[config.mk]
export PLATFORM = sky130hd
export DESIGN_NAME = inst_issue_queue_flat
export DESIGN_NICKNAME = d
export VERILOG_FILES = /design/src/rtl/inst_issue_queue_if.sv /design/src/rtl/inst_issue_queue.sv /design/src/flat_wrapper.sv
export SDC_FILE = /design/constraint.sdc
export NUM_CORES = 1
export LEC_CHECK = 0
export BUFFER_PORTS_ARGS = -buffer_cell sky130_fd_sc_hd__buf_2
export CAP_MARGIN = 15
export CORE_MARGIN = 3
export CORE_UTILIZATION = 25
export DETAILED_ROUTE_END_ITERATION = 8
export PLACE_DENSITY = 0.36
export SLEW_MARGIN = 10
export SYNTH_ARGS = -nofsm -noshare
export SYNTH_HDL_FRONTEND = slang
export SYNTH_SLANG_ARGS = --single-unit
[constraint.sdc]
create_clock -name clk -period 15.9 [get_ports clk]
set_clock_uncertainty 0.15 [all_clocks]
set_input_delay 0.795 -clock clk [delete_from_list [all_inputs] [get_ports clk]]
set_output_delay 0.795 -clock clk [all_outputs]
set_load 0.05 [all_outputs]
[src/rtl/inst_issue_queue_if.sv]
// Fetch/decode bundle of the instruction issue queue: fetch push side, backend pop side,
// flush and occupancy. The queue uses the slave modport and its environment the master.
interface inst_issue_queue_if #(
    parameter int DEPTH    = 8,
    parameter int ADDR_W   = 32,
    parameter int ECAUSE_W = 7
);
    localparam int CNT_W = $clog2(DEPTH + 1);

    logic                flush;
    logic                in_valid;
    logic                in_ready;
    logic [ADDR_W-1:0]   in_pc;
    logic [31:0]         in_inst;
    logic                in_is_exception;
    logic [ECAUSE_W-1:0] in_exception_cause;
    logic                in_pre_is_branch;
    logic                in_pre_taken;
    logic [ADDR_W-1:0]   in_pre_branch_addr;
    logic                send_inst_en;
    logic                out_valid;
    logic [ADDR_W-1:0]   out_pc;
    logic [31:0]         out_inst;
    logic                out_is_exception;
    logic [ECAUSE_W-1:0] out_exception_cause;
    logic                out_pre_is_branch;
    logic                out_pre_taken;
    logic [ADDR_W-1:0]   out_pre_branch_addr;
    logic [CNT_W-1:0]    count;

    modport master (
        output flush, in_valid, in_pc, in_inst, in_is_exception, in_exception_cause,
               in_pre_is_branch, in_pre_taken, in_pre_branch_addr, send_inst_en,
        input  in_ready, out_valid, out_pc, out_inst, out_is_exception, out_exception_cause,
               out_pre_is_branch, out_pre_taken, out_pre_branch_addr, count
    );

    modport slave (
        input  flush, in_valid, in_pc, in_inst, in_is_exception, in_exception_cause,
               in_pre_is_branch, in_pre_taken, in_pre_branch_addr, send_inst_en,
        output in_ready, out_valid, out_pc, out_inst, out_is_exception, out_exception_cause,
               out_pre_is_branch, out_pre_taken, out_pre_branch_addr, count
    );
endinterface

[src/rtl/inst_issue_queue.sv]
// Fetch-to-decode circular instruction queue with flush. Optional empty-queue bypass
// (zero-latency fetch-to-decode path) is enabled by defining INST_ISSUE_QUEUE_BYPASS_EN.
module inst_issue_queue #(
    parameter int DEPTH    = 8,
    parameter int ADDR_W   = 32,
    parameter int ECAUSE_W = 7
) (
    input logic                clk,
    input logic                rst,
    inst_issue_queue_if.slave  q
);
    localparam int PTR_W = $clog2(DEPTH);
    localparam int CNT_W = $clog2(DEPTH + 1);

    typedef struct packed {
        logic [ADDR_W-1:0]   pc;
        logic [31:0]         inst;
        logic                is_exception;
        logic [ECAUSE_W-1:0] exception_cause;
        logic                pre_is_branch;
        logic                pre_taken;
        logic [ADDR_W-1:0]   pre_branch_addr;
    } entry_t;

    entry_t             mem [DEPTH];
    entry_t             in_entry;
    entry_t             head;
    entry_t             out_entry;
    logic [PTR_W-1:0]   wr_ptr;
    logic [PTR_W-1:0]   rd_ptr;
    logic [CNT_W-1:0]   count_q;
    logic [CNT_W-1:0]   count_next;
    logic               empty;
    logic               full;
    logic               bypass;
    logic               bypass_take;
    logic               push;
    logic               pop;

    assign in_entry = '{pc:              q.in_pc,
                        inst:            q.in_inst,
                        is_exception:    q.in_is_exception,
                        exception_cause: q.in_exception_cause,
                        pre_is_branch:   q.in_pre_is_branch,
                        pre_taken:       q.in_pre_taken,
                        pre_branch_addr: q.in_pre_branch_addr};

    assign empty = (count_q == '0);
    assign full  = (count_q == CNT_W'(DEPTH));
    assign head  = mem[rd_ptr];

`ifdef INST_ISSUE_QUEUE_BYPASS_EN
    // An instruction arriving at an empty queue is shown immediately; if decode takes it
    // in the same cycle it never occupies a slot.
    assign bypass      = empty & q.in_valid & ~q.flush;
    assign bypass_take = bypass & q.send_inst_en;
`else
    assign bypass      = 1'b0;
    assign bypass_take = 1'b0;
`endif

    assign push       = q.in_valid & ~full & ~q.flush & ~bypass_take;
    assign pop        = q.send_inst_en & ~empty & ~q.flush;
    assign count_next = count_q + CNT_W'(push) - CNT_W'(pop);

    // Empty queue presents a NOP with all side fields cleared.
    always_comb begin
        out_entry      = '0;
        out_entry.inst = 32'h0340_0000;
        if (!empty) begin
            out_entry = head;
        end else if (bypass) begin
            out_entry = in_entry;
        end
    end

    assign q.in_ready            = ~full;
    assign q.out_valid           = ~empty | bypass;
    assign q.out_pc              = out_entry.pc;
    assign q.out_inst            = out_entry.inst;
    assign q.out_is_exception    = out_entry.is_exception;
    assign q.out_exception_cause = out_entry.exception_cause;
    assign q.out_pre_is_branch   = out_entry.pre_is_branch;
    assign q.out_pre_taken       = out_entry.pre_taken;
    assign q.out_pre_branch_addr = out_entry.pre_branch_addr;
    assign q.count               = count_q;

    // Entry storage has no reset; only slots between rd_ptr and wr_ptr are ever read.
    always_ff @(posedge clk) begin
        if (push) begin
            mem[wr_ptr] <= in_entry;
        end
    end

    // Reset and flush both empty the queue; pointers wrap naturally at power-of-two depth.
    always_ff @(posedge clk) begin
        if (!rst) begin
            wr_ptr  <= '0;
            rd_ptr  <= '0;
            count_q <= '0;
        end else if (q.flush) begin
            wr_ptr  <= '0;
            rd_ptr  <= '0;
            count_q <= '0;
        end else begin
            if (push) begin
                wr_ptr <= wr_ptr + PTR_W'(1);
            end
            if (pop) begin
                rd_ptr <= rd_ptr + PTR_W'(1);
            end
            count_q <= count_next;
        end
    end
endmodule

[src/flat_wrapper.sv]
// flat-port wrapper written by rule: the top's interface ports become plain ports
module inst_issue_queue_flat 
#(
    parameter int DEPTH    = 8,
    parameter int ADDR_W   = 32,
    parameter int ECAUSE_W = 7
)
  (clk, rst, q_flush, q_in_valid, q_in_pc, q_in_inst, q_in_is_exception, q_in_exception_cause, q_in_pre_is_branch, q_in_pre_taken, q_in_pre_branch_addr, q_send_inst_en, q_in_ready, q_out_valid, q_out_pc, q_out_inst, q_out_is_exception, q_out_exception_cause, q_out_pre_is_branch, q_out_pre_taken, q_out_pre_branch_addr, q_count);
  inst_issue_queue_if #(.DEPTH(DEPTH), .ADDR_W(ADDR_W), .ECAUSE_W(ECAUSE_W)) q_i ();
  input logic clk;
  input logic rst;
  input wire logic [$bits(q_i.flush)-1:0] q_flush;
  input wire logic [$bits(q_i.in_valid)-1:0] q_in_valid;
  input wire logic [$bits(q_i.in_pc)-1:0] q_in_pc;
  input wire logic [$bits(q_i.in_inst)-1:0] q_in_inst;
  input wire logic [$bits(q_i.in_is_exception)-1:0] q_in_is_exception;
  input wire logic [$bits(q_i.in_exception_cause)-1:0] q_in_exception_cause;
  input wire logic [$bits(q_i.in_pre_is_branch)-1:0] q_in_pre_is_branch;
  input wire logic [$bits(q_i.in_pre_taken)-1:0] q_in_pre_taken;
  input wire logic [$bits(q_i.in_pre_branch_addr)-1:0] q_in_pre_branch_addr;
  input wire logic [$bits(q_i.send_inst_en)-1:0] q_send_inst_en;
  output wire logic [$bits(q_i.in_ready)-1:0] q_in_ready;
  output wire logic [$bits(q_i.out_valid)-1:0] q_out_valid;
  output wire logic [$bits(q_i.out_pc)-1:0] q_out_pc;
  output wire logic [$bits(q_i.out_inst)-1:0] q_out_inst;
  output wire logic [$bits(q_i.out_is_exception)-1:0] q_out_is_exception;
  output wire logic [$bits(q_i.out_exception_cause)-1:0] q_out_exception_cause;
  output wire logic [$bits(q_i.out_pre_is_branch)-1:0] q_out_pre_is_branch;
  output wire logic [$bits(q_i.out_pre_taken)-1:0] q_out_pre_taken;
  output wire logic [$bits(q_i.out_pre_branch_addr)-1:0] q_out_pre_branch_addr;
  output wire logic [$bits(q_i.count)-1:0] q_count;
  assign q_i.flush = q_flush;
  assign q_i.in_valid = q_in_valid;
  assign q_i.in_pc = q_in_pc;
  assign q_i.in_inst = q_in_inst;
  assign q_i.in_is_exception = q_in_is_exception;
  assign q_i.in_exception_cause = q_in_exception_cause;
  assign q_i.in_pre_is_branch = q_in_pre_is_branch;
  assign q_i.in_pre_taken = q_in_pre_taken;
  assign q_i.in_pre_branch_addr = q_in_pre_branch_addr;
  assign q_i.send_inst_en = q_send_inst_en;
  assign q_in_ready = q_i.in_ready;
  assign q_out_valid = q_i.out_valid;
  assign q_out_pc = q_i.out_pc;
  assign q_out_inst = q_i.out_inst;
  assign q_out_is_exception = q_i.out_is_exception;
  assign q_out_exception_cause = q_i.out_exception_cause;
  assign q_out_pre_is_branch = q_i.out_pre_is_branch;
  assign q_out_pre_taken = q_i.out_pre_taken;
  assign q_out_pre_branch_addr = q_i.out_pre_branch_addr;
  assign q_count = q_i.count;
  inst_issue_queue #(.DEPTH(DEPTH), .ADDR_W(ADDR_W), .ECAUSE_W(ECAUSE_W)) u_core (.clk(clk), .rst(rst), .q(q_i));
endmodule
==> results of run 1 <==
routing by layer:
metal	track usage [%]	share of wire, %	wire length [µm]	vias up
met4	3.154	2.2	1795	22
met1	15.43	42	34760	7962
met3	3.871	6.0	5005	151
met2	21.03	50	41160	311
met5	0	0.16	135	-
li1	-	-	-	6327
how the worst min path moves through the flow:
stage / start / end / cells after the start
after CTS: q_in_pc[10] / u_core.mem[4][84] / 1
after global placement: u_core.rd_ptr[1] / flop / 2
final: q_in_exception_cause[6] / u_core.mem[5][40] / 1
after global routing: q_in_pc[10] / u_core.mem[4][84] / 1
after detailed placement: u_core.rd_ptr[1] / flop / 2
after floorplan: u_core.rd_ptr[2] / flop / 2
kinds of logic (layout without fill, tap and decap cells):
kind of cell / after synthesis / count (layout)
DFF: 861 / 861
muxes: 213 / 213
AOI/OAI and AO/OA: 121 / 121
other: 0 / 7
xor gates and xnor gates: 1 / 1
adders and majority gates: 9 / 9
buffers and inverters: 85 / 443
and+or+nand+nor: 35 / 35
power by group through the flow:
stage,sequential [W],combinational [W],clock [W]
2_1_floorplan,0.00258,0.000241,0
3_3_place_gp,0.00257,0.000381,0
3_5_place_dp,0.00257,0.000382,0
4_1_cts,0.00253,0.000383,0.00228
5_1_grt,0.00253,0.000397,0.00237
6_report,0.00253,0.000371,0.00219
cell usage after synthesis:
| master | count |
|---|---|
| and2_1 | 1 |
| nand3b_1 | 1 |
| mux4_2 | 212 |
| o31ai_1 | 1 |
| nand3_1 | 3 |
| o21ai_0 | 4 |
| a311oi_1 | 1 |
| inv_2 | 1 |
| a21o_1 | 1 |
| edfxtp_1 | 848 |
| a31o_2 | 1 |
| xor2_1 | 1 |
| dfxtp_1 | 13 |
| nor3_1 | 4 |
| or3_1 | 2 |
| and2_4 | 1 |
| inv_1 | 12 |
| ha_1 | 8 |
| o22a_1 | 3 |
| clkbuf_1 | 29 |
| or4_1 | 1 |
| buf_2 | 22 |
| nand2_1 | 4 |
| fa_1 | 1 |
| nand2b_1 | 4 |
| a21oi_1 | 7 |
| buf_4 | 5 |
| nor3b_1 | 1 |
| a22o_1 | 103 |
| buf_6 | 10 |
| mux2i_1 | 1 |
| nor3b_4 | 1 |
| buf_1 | 6 |
| nor2b_1 | 2 |
| nor2_1 | 10 |
stage by stage:
step	cell area (µm²)	hold WS, ps	power (W)	worst slack [ps]
2_1_floorplan	32290	303.3	0.002818	6074
3_5_place_dp	35420	340.8	0.002956	10960
5_1_grt	38530	175.2	0.005295	10060
4_1_cts	38530	148.9	0.005186	10190
3_3_place_gp	35420	329.6	0.002953	10960
6_report	38550	239.7	0.005083	10570
layout make-up:
class / instances / area share (%)
sequential: 861 / 66.76
clock buffer: 120 / 6.852
antenna: 7 / 0.04544
multi-input combinational: 379 / 16.05
timing repair buffer: 248 / 3.551
clock inverter: 62 / 1.224
tap: 1662 / 5.395
inverter: 13 / 0.1266
worst max-delay path, cell delays in order (launching register included):
cell and delay, ps:
dfxtp_4 970, buf_4 790, buf_4 800, mux4_2 590
a22o_1 290, buf_2 230
state kept, by name, indices dropped and copies added, names as in the netlist, named ones only:
| signal | cells |
|---|---|
| u_core.q.count | 4 |
| u_core.rd_ptr | 3 |
| u_core.mem | 848 |
| u_core.wr_ptr | 3 |
==> run summary, run 1 <==
Status = complete, no violations
Main combinational cell family by area after synthesis = multiplexers
Hold_buf cts = 0
Synth Area in Adders = 0.3720%
Synth Area in XOR/XNOR = 0.02713%
GR Overflow Total = 0
Util after Layout = 30.15%
Sw Pwr = 0.001176 W
Crit path arrival time = 4390 ps
Hold Crit Class = input pin to flop
CP required = 14960 ps
Leakage = 12.10 nW
Clock sinks = 861
# fillers = 12.44k
Synthesized flop and latch total = 861
Multi-input gate area = 6186 µm²
CTS tree = done
Clk slew on worst S/H paths = 60 ps
Total Neg Setup Slack = 0 ps
Tmin final = 5331 ps
R2R Setup Slk = 11630 ps
DIE AREA = 133500 µm²
Placed cell count = 3163
Seq/Total Area, Yosys = 79.67%
Synth Area in Simple Gates = 0.6006%
Netlist cell types = 35
Crit. End Element = primary output
RSZ-0062 raised after global routing = no
Fmax achieved = 0.1876 GHz
Vias in the first global route = 16.30k
Vias = 14.77k
VDD IR-drop max = 0.00009027 V
Layout cells sized above 1 = 36.36%
Commonest non-fill, non-tap cells in the layout = edfxtp_1 (848), buf_2 (222), mux4_2 (212)
Die Y = 365.4 µm
R2r worst-path depth = 8
Clock power frac = 43.0%
Syn Area/Cell = 24.37 µm²
DRT Wirelength = 82.85 mm
Crit start category = flop
Top cell type's share of synthesized area = 78.87%
Drt pass-1 iters = 4
DRC = 0
Routed vias/inst = 4.407
Crit Path Max Fanout = 42
Reg-to-reg endpoint = u_core.mem[4][56]
CTS resizes = 0
Register area = 25730 µm²
Seq pwr share = 49.7%
GPL Wtd Cong = 0.6511
Slew HR = 32.26%
Syn nets = 1445
Worst slew pin tran = 1016 ps
Worst reg2reg path startpoint = u_core.q.count[2]
Max-slew violations = 0
Final hold vios = 0
Max Cap Viol = 0
Cell Int Power = 0.003907 W
Average wire per standard cell = 24.72 µm
Final setup vio count = 0
GRT Total Usage = 12.42%
Post-synthesis mux area share = 14.82%
Syn Inst Count = 1325
Routed Antenna Nets = 0
Rows = 131
Number of setup buffers added after CTS = 0
Nets@finish = 1723
Hpwl dp = 42.18 mm
Clk root buf = clkbuf_16
Max clock buf depth = 3
Cell Area, Synth = 32290 µm²
Synth top area cells = edfxtp_1 (79%), mux4_2 (15%), a22o_1 (2.8%)
Port bufs = 222
Antenna violations before repair = 27
Post-synthesis compound-gate area fraction = 3.147%
Non-filler cells, final = 3352
Die W = 365.4 µm
P&R area growth vs syn = 19.38%
CP Class = flop to primary output
Num CTS Buffers = 100
# IOs = 223
PD cells = 131.9 nW/µm²
Initial DRC Count = 955
First-pass GRT wire length = 118.6 mm
Yosys warns = 0
Final Cycle Share = 33.53%
Largest net degree at the start of global routing = 107
Starting Density = 25.26%
Skew-Pair Late Insertion Delay = 680 ps
Core area = 127800 µm²
CP endpoint = q_out_inst[31]
Commonest non-fill, non-tap cell in the layout = edfxtp_1
Post-synth top area cell = edfxtp_1
Comb power frac = 7.3%
CTS H-tree depth = 3
Sw frac = 23.14%
No activity file was read; power rests on OpenSTA's default activity.
==> inputs of run 2 (changes only) <==
--- a/config.mk
+++ b/config.mk
@@ -10,7 +10,7 @@
 export CORE_MARGIN = 3
 export CORE_UTILIZATION = 25
 export DETAILED_ROUTE_END_ITERATION = 8
-export PLACE_DENSITY = 0.36
+export PLACE_DENSITY = 0.37
 export SLEW_MARGIN = 10
 export SYNTH_ARGS = -nofsm -noshare
 export SYNTH_HDL_FRONTEND = slang
==> constraint.sdc (replaced) <==
create_clock -name clk -period 4.5 [get_ports clk]
set_clock_uncertainty 0.15 [all_clocks]
set_input_delay 0.225 -clock clk [delete_from_list [all_inputs] [get_ports clk]]
set_output_delay 0.225 -clock clk [all_outputs]
set_load 0.05 [all_outputs]
==> run 2 against run 1 <==
Effect of this change: design area up 4.0%; power increased to 3.6 times the previous value; worst setup slack worse by 9600 ps; worst hold slack worse by 40 ps; largest cell class unchanged; largest power group unchanged.
==> run summary, run 2 (same netlist as run 1, synthesis figures left out) <==
Status = complete, no violations
Crit path arrival time = 3200 ps (-1190 ps)
Crit Path Max Fanout = 41 (-2.4%)
CP required = 4120 ps (-10840 ps)
Rows = 131 (unchanged)
Total Neg Setup Slack = 0 ps (unchanged)
Slew HR = 29.27% (-3.0 points)
CP Class = flop to primary output
VDD IR-drop max = 0.0003492 V (+290%)
Clk slew on worst S/H paths = 60 ps (about the same)
GPL Wtd Cong = 0.6789 (+4.3%)
Crit. End Element = primary output
# fillers = 12.38k (-0.44%)
Routed vias/inst = 4.417 (+0.23%)
Reg with most FFs = u_core.mem
RSZ-0062 raised after global routing = no
Number of setup buffers added after CTS = 0 (unchanged)
DRT Wirelength = 82.87 mm (about the same)
Vias in the first global route = 17.00k (+4.3%)
Tmin final = 3572 ps
Max clock buf depth = 3 (unchanged)
Drt pass-1 iters = 5 (+1)
Clock sinks = 861 (unchanged)
Setup ws final = 928.2 ps (-9641 ps)
Skew-Pair Late Insertion Delay = 680 ps (about the same)
Num CTS Buffers = 99 (-1.0%)
CTS H-tree depth = 3 (unchanged)
DIE AREA = 133500 µm² (unchanged)
# IOs = 223 (unchanged)
Average wire per standard cell = 23.87 µm (-3.4%)
First-pass GRT wire length = 120.0 mm (+1.2%)
Final setup vio count = 0 (unchanged)
Nets@finish = 1843 (+7.0%)
Port bufs = 222 (unchanged)
CTS tree = done
Fmax achieved = 0.2800 GHz
Placed Area = 35780 µm² (+1.0%)
Starting Density = 25.26% (unchanged)
Die W = 365.4 µm (unchanged)
Final Cell Area = 40100 µm² (+4.0%)
Hpwl dp = 44.06 mm (+4.5%)
Layout cells sized above 1 = 34.68% (-1.7 points)
Hold Crit Class = input pin to flop
Vias = 15.33k (+3.8%)
Max-slew violations = 0 (unchanged)
P&R area growth vs syn = 24.20%
Final Cycle Share = 79.37%
GRT Total Usage = 12.52% (+0.098 points)
Multi-input gate area = 6208 µm² (+0.36%)
GR Overflow Total = 0 (unchanged)
Core area = 127800 µm² (unchanged)
Initial DRC Count = 1012 (+6.0%)
Final hold vios = 0 (unchanged)
DRC = 0 (unchanged)
Worst slew pin tran = 1061 ps (+44.88 ps)
Leakage = 12.70 nW (+5.0%)
Antenna violations before repair = 9 (-67%)
Max FFs per register = 848 (unchanged)
Max Cap Viol = 0 (unchanged)
Largest net degree at the start of global routing = 63 (-41%)
Register area = 25740 µm² (about the same)
Die Y = 365.4 µm (unchanged)
Clk root buf = clkbuf_16
Commonest non-fill, non-tap cells in the layout = edfxtp_1 (848), buf_2 (222), mux4_2 (212)
Worst hold margin = 199.3 ps (-40.40 ps)
Commonest non-fill, non-tap cell in the layout = edfxtp_1
PD cells = 451.7 nW/µm² (+240%)
Routed Antenna Nets = 0 (unchanged)
DP Worst Slack = 1548 ps (-9411 ps)
Crit start category = flop
-- run 2: changes by cell type in the layout (fill, tap and decap cells not counted), moves of 5 or more --
cell	change
clkinv_1	-7
clkbuf_8	+5
clkinv_2	-7
buf_12	+22
clkbuf_1	+10
dlygate4sd3_1	+113
buf_4	-14
-- run 2: routing by layer --
metal | vias to the layer above | wire length, µm | GRT usage [%]
met5 | - | 69 | 0
met4 | 10 | 1724 | 3.289
met3 | 130 | 4646 | 3.364
met2 | 332 | 41850 | 21.47
met1 | 8301 | 34580 | 15.62
li1 | 6559 | - | -
-- run 2: per-stage QoR --
stage                     power, W  utilization, %  cells
after floorplan           0.009948               -   1325
after global placement     0.01043           27.99   3171
after detailed placement   0.01044           27.99   3171
after CTS                  0.01848           31.36   3467
after global routing       0.01886           31.36   3467
final                      0.01811           31.37   3471
-- run 2: path summary, 6_finish.rpt --
| path | depth (start not counted) | slack, ps | startpoint | to |
|---|---|---|---|---|
| max | 8 | 930 | u_core.q.count[2] | q_out_inst[15] |
| min | 2 | 200 | q_in_pc[2] | u_core.mem[5][76] |
| max reg2reg | 7 | 1720 | u_core.q.count[2] | u_core.mem[6][45] |
| min reg2reg | 2 | 350 | u_core.rd_ptr[2] | u_core.rd_ptr[2] |
-- run 2: worst max-delay path, cell delays in order, from the launching register on --
cell and delay [ps]:
dfxtp_4 350, inv_2 40, ha_1 180, nor3b_4 180, inv_2 100, and2_4 630, buf_12 360, a22o_1 300
buf_2 300
-- run 2: power breakdown --
group	total [W]	switching [W]	internal, W
combinational	0.00140	0.000964	0.000436
sequential	0.00892	0.0000259	0.00889
clock	0.00779	0.00321	0.00458
total	0.0181	0.00420	0.0139
-- run 2: layout make-up --
cell class              instances  share of cell area (%)
inverters                      13                  0.1279
multi-input cells             379                   15.48
clock buffers                 132                   6.665
diodes                          4                 0.02496
clock inverters                51                   1.257
well taps                    1662                   5.186
repair buffers                369                   7.070
flip-flops and latches        861                   64.19
-- run 2: what timing repair did --
item	CTS	global route
resized for setup	0	0
hold endpoints to repair	861	0
hold buffers	113	0
==> inputs of run 3 (changes only) <==
==> constraint.sdc (replaced) <==
create_clock -name clk -period 3.2 [get_ports clk]
set_clock_uncertainty 0.15 [all_clocks]
set_input_delay 0.16 -clock clk [delete_from_list [all_inputs] [get_ports clk]]
set_output_delay 0.16 -clock clk [all_outputs]
set_load 0.05 [all_outputs]
==> run 3 against run 2 <==
Effect of this change: sequential power increased by 40%; register-to-register slack got worse by 1100 ps; final cell count grew 0.89%; critical path type unchanged.
==> run summary, run 3 (same netlist as run 1, synthesis figures left out) <==
Status = complete, no violations
DRC = 0 (unchanged)
Commonest non-fill, non-tap cells in the layout = edfxtp_1 (848), buf_2 (219), mux4_2 (212)
Routed vias/inst = 4.386 (-0.71%)
# IOs = 223 (unchanged)
Worst slew pin tran = 782.7 ps (-278.2 ps)
Routed Antenna Nets = 0 (unchanged)
Commonest non-fill, non-tap cell in the layout = edfxtp_1
GR Overflow Total = 0 (unchanged)
DIE AREA = 133500 µm² (unchanged)
Largest net degree at the start of global routing = 81 (+29%)
GPL Wtd Cong = 0.7000 (+3.1%)
Vias in the first global route = 17.11k (+0.61%)
First-pass GRT wire length = 121.9 mm (+1.6%)
Clk root buf = clkbuf_16
Max FFs per register = 848 (unchanged)
Port bufs = 222 (unchanged)
Worst hold margin = 150.4 ps (-48.88 ps)
CP Class = flop to primary output
Starting Density = 25.26% (unchanged)
DRT Wirelength = 84.37 mm (+1.8%)
Max-slew violations = 0 (unchanged)
Final Cell Area = 40410 µm² (+0.78%)
Clock sinks = 861 (unchanged)
DP Worst Slack = 556.3 ps (-991.3 ps)
Num CTS Buffers = 98 (-1.0%)
Leakage = 12.87 nW (+1.3%)
PD cells = 630.2 nW/µm² (+40%)
Average wire per standard cell = 24.09 µm (+0.91%)
Hold Crit Class = input pin to flop
Crit Path Max Fanout = 41 (unchanged)
Nets@finish = 1871 (+1.5%)
Reg with most FFs = u_core.mem
Die Y = 365.4 µm (unchanged)
GRT Total Usage = 12.66% (+0.14 points)
Crit path arrival time = 2700 ps (-500 ps)
Initial DRC Count = 921 (-9.0%)
Final Cycle Share = 93.98%
Non-filler cells, final = 3502 (+0.89%)
Setup ws final = 192.6 ps (-735.6 ps)
Max clock buf depth = 3 (unchanged)
Crit start category = flop
CTS tree = done
Placed cell count = 3192 (+0.66%)
RSZ-0062 raised after global routing = no
Final hold vios = 0 (unchanged)
Fmax achieved = 0.3325 GHz
Die W = 365.4 µm (unchanged)
Vias = 15.36k (+0.18%)
Rows = 131 (unchanged)
Placed Area = 36030 µm² (+0.69%)
Layout cells sized above 1 = 36.08% (+1.4 points)
Max Cap Viol = 0 (unchanged)
Clk slew on worst S/H paths = 60 ps (about the same)
Slew HR = 47.65% (+18 points)
Final setup vio count = 0 (unchanged)
Hpwl dp = 48.18 mm (+9.3%)
CP required = 2890 ps (-1230 ps)
Antenna violations before repair = 10 (+1)
Tmin final = 3007 ps
Core area = 127800 µm² (unchanged)
VDD IR-drop max = 0.0004594 V (+32%)
CTS H-tree depth = 3 (unchanged)
Drt pass-1 iters = 4 (-1)
P&R area growth vs syn = 25.16%
Skew-Pair Late Insertion Delay = 670 ps (about the same)
Crit. End Element = primary output
Util after Layout = 31.61% (+0.24 points)
## run 3: changes by cell type in the layout (fill, tap and decap cells not counted), sizes merged
| cell | previous run | this run |
|---|---|---|
| buf | 256 | 284 |
| diode | 4 | 8 |
| clkbuf | 132 | 117 |
| inv | 18 | 16 |
| clkinvlp | 1 | 5 |
| clkinv | 38 | 48 |
| bufinv | 7 | 9 |
## run 3: where the power goes
| group | total, W | switching, W | leakage (nW) | internal [W] |
|---|---|---|---|---|
| sequential | 0.0125 | 0.0000283 | 7.77 | 0.0125 |
| combinational | 0.00206 | 0.00139 | 3.57 | 0.000662 |
| clock | 0.0109 | 0.00449 | 1.53 | 0.00639 |
| total | 0.0255 | 0.00591 | 12.9 | 0.0196 |
## run 3: repair_timing
action	CTS	global route
endpoints found under the hold margin	861	0
hold buffers	113	0
setup endpoints to repair	13	39
pin swaps	1	0
gates cloned	0	1
buffers inserted	3	4
resized for setup	5	0
## run 3: per-layer routing
| layer | routed length (µm) | vias to the layer above | GRT usage [%] |
|---|---|---|---|
| li1 | - | 6635 | - |
| met1 | 36440 | 8324 | 16.20 |
| met2 | 42570 | 294 | 21.89 |
| met3 | 3757 | 100 | 2.842 |
| met4 | 1560 | 6 | 2.861 |
| met5 | 42 | - | 0 |
## run 3: layout make-up
type / instances / area, µm²
Sequential cell: 861 / 25740
Antenna cell: 8 / 20.02
Fill cell: 12290 / 87440
Tap cell: 1662 / 2079
Timing Repair Buffer: 398 / 3189
Inverter: 13 / 51.30
Multi-Input combinational cell: 379 / 6208
Clock inverter: 65 / 583.1
Clock buffer: 116 / 2541
## run 3: path summary, 6_finish.rpt
path,start,end,slack [ps],cells past startpoint
worst max-delay path,u_core.q.count[2],q_out_pc[4],190,8
worst min-delay path,q_in_pre_branch_addr[29],u_core.mem[6][29],150,2
worst max register to register,u_core.q.count[2],u_core.mem[1][32],620,7
worst min register to register,u_core.rd_ptr[2],u_core.rd_ptr[2],360,2
## run 3: stage by stage
| step | total power, W | setup TNS [ps] |
|---|---|---|
| floorplan | 0.01399 | -481160 |
| global placement | 0.01474 | 0 |
| detailed placement | 0.01475 | 0 |
| CTS | 0.02595 | -20.82 |
| global route | 0.02653 | 0 |
| finish | 0.02547 | 0 |
## run 3: worst max-delay path: stages, from the launching register on
cell and delay [ps]:
dfxtp_4 340, inv_2 60, ha_1 140, nor3b_4 330, inv_2 110, and2_4 250
buf_12 210, a22o_1 330, buf_4 210
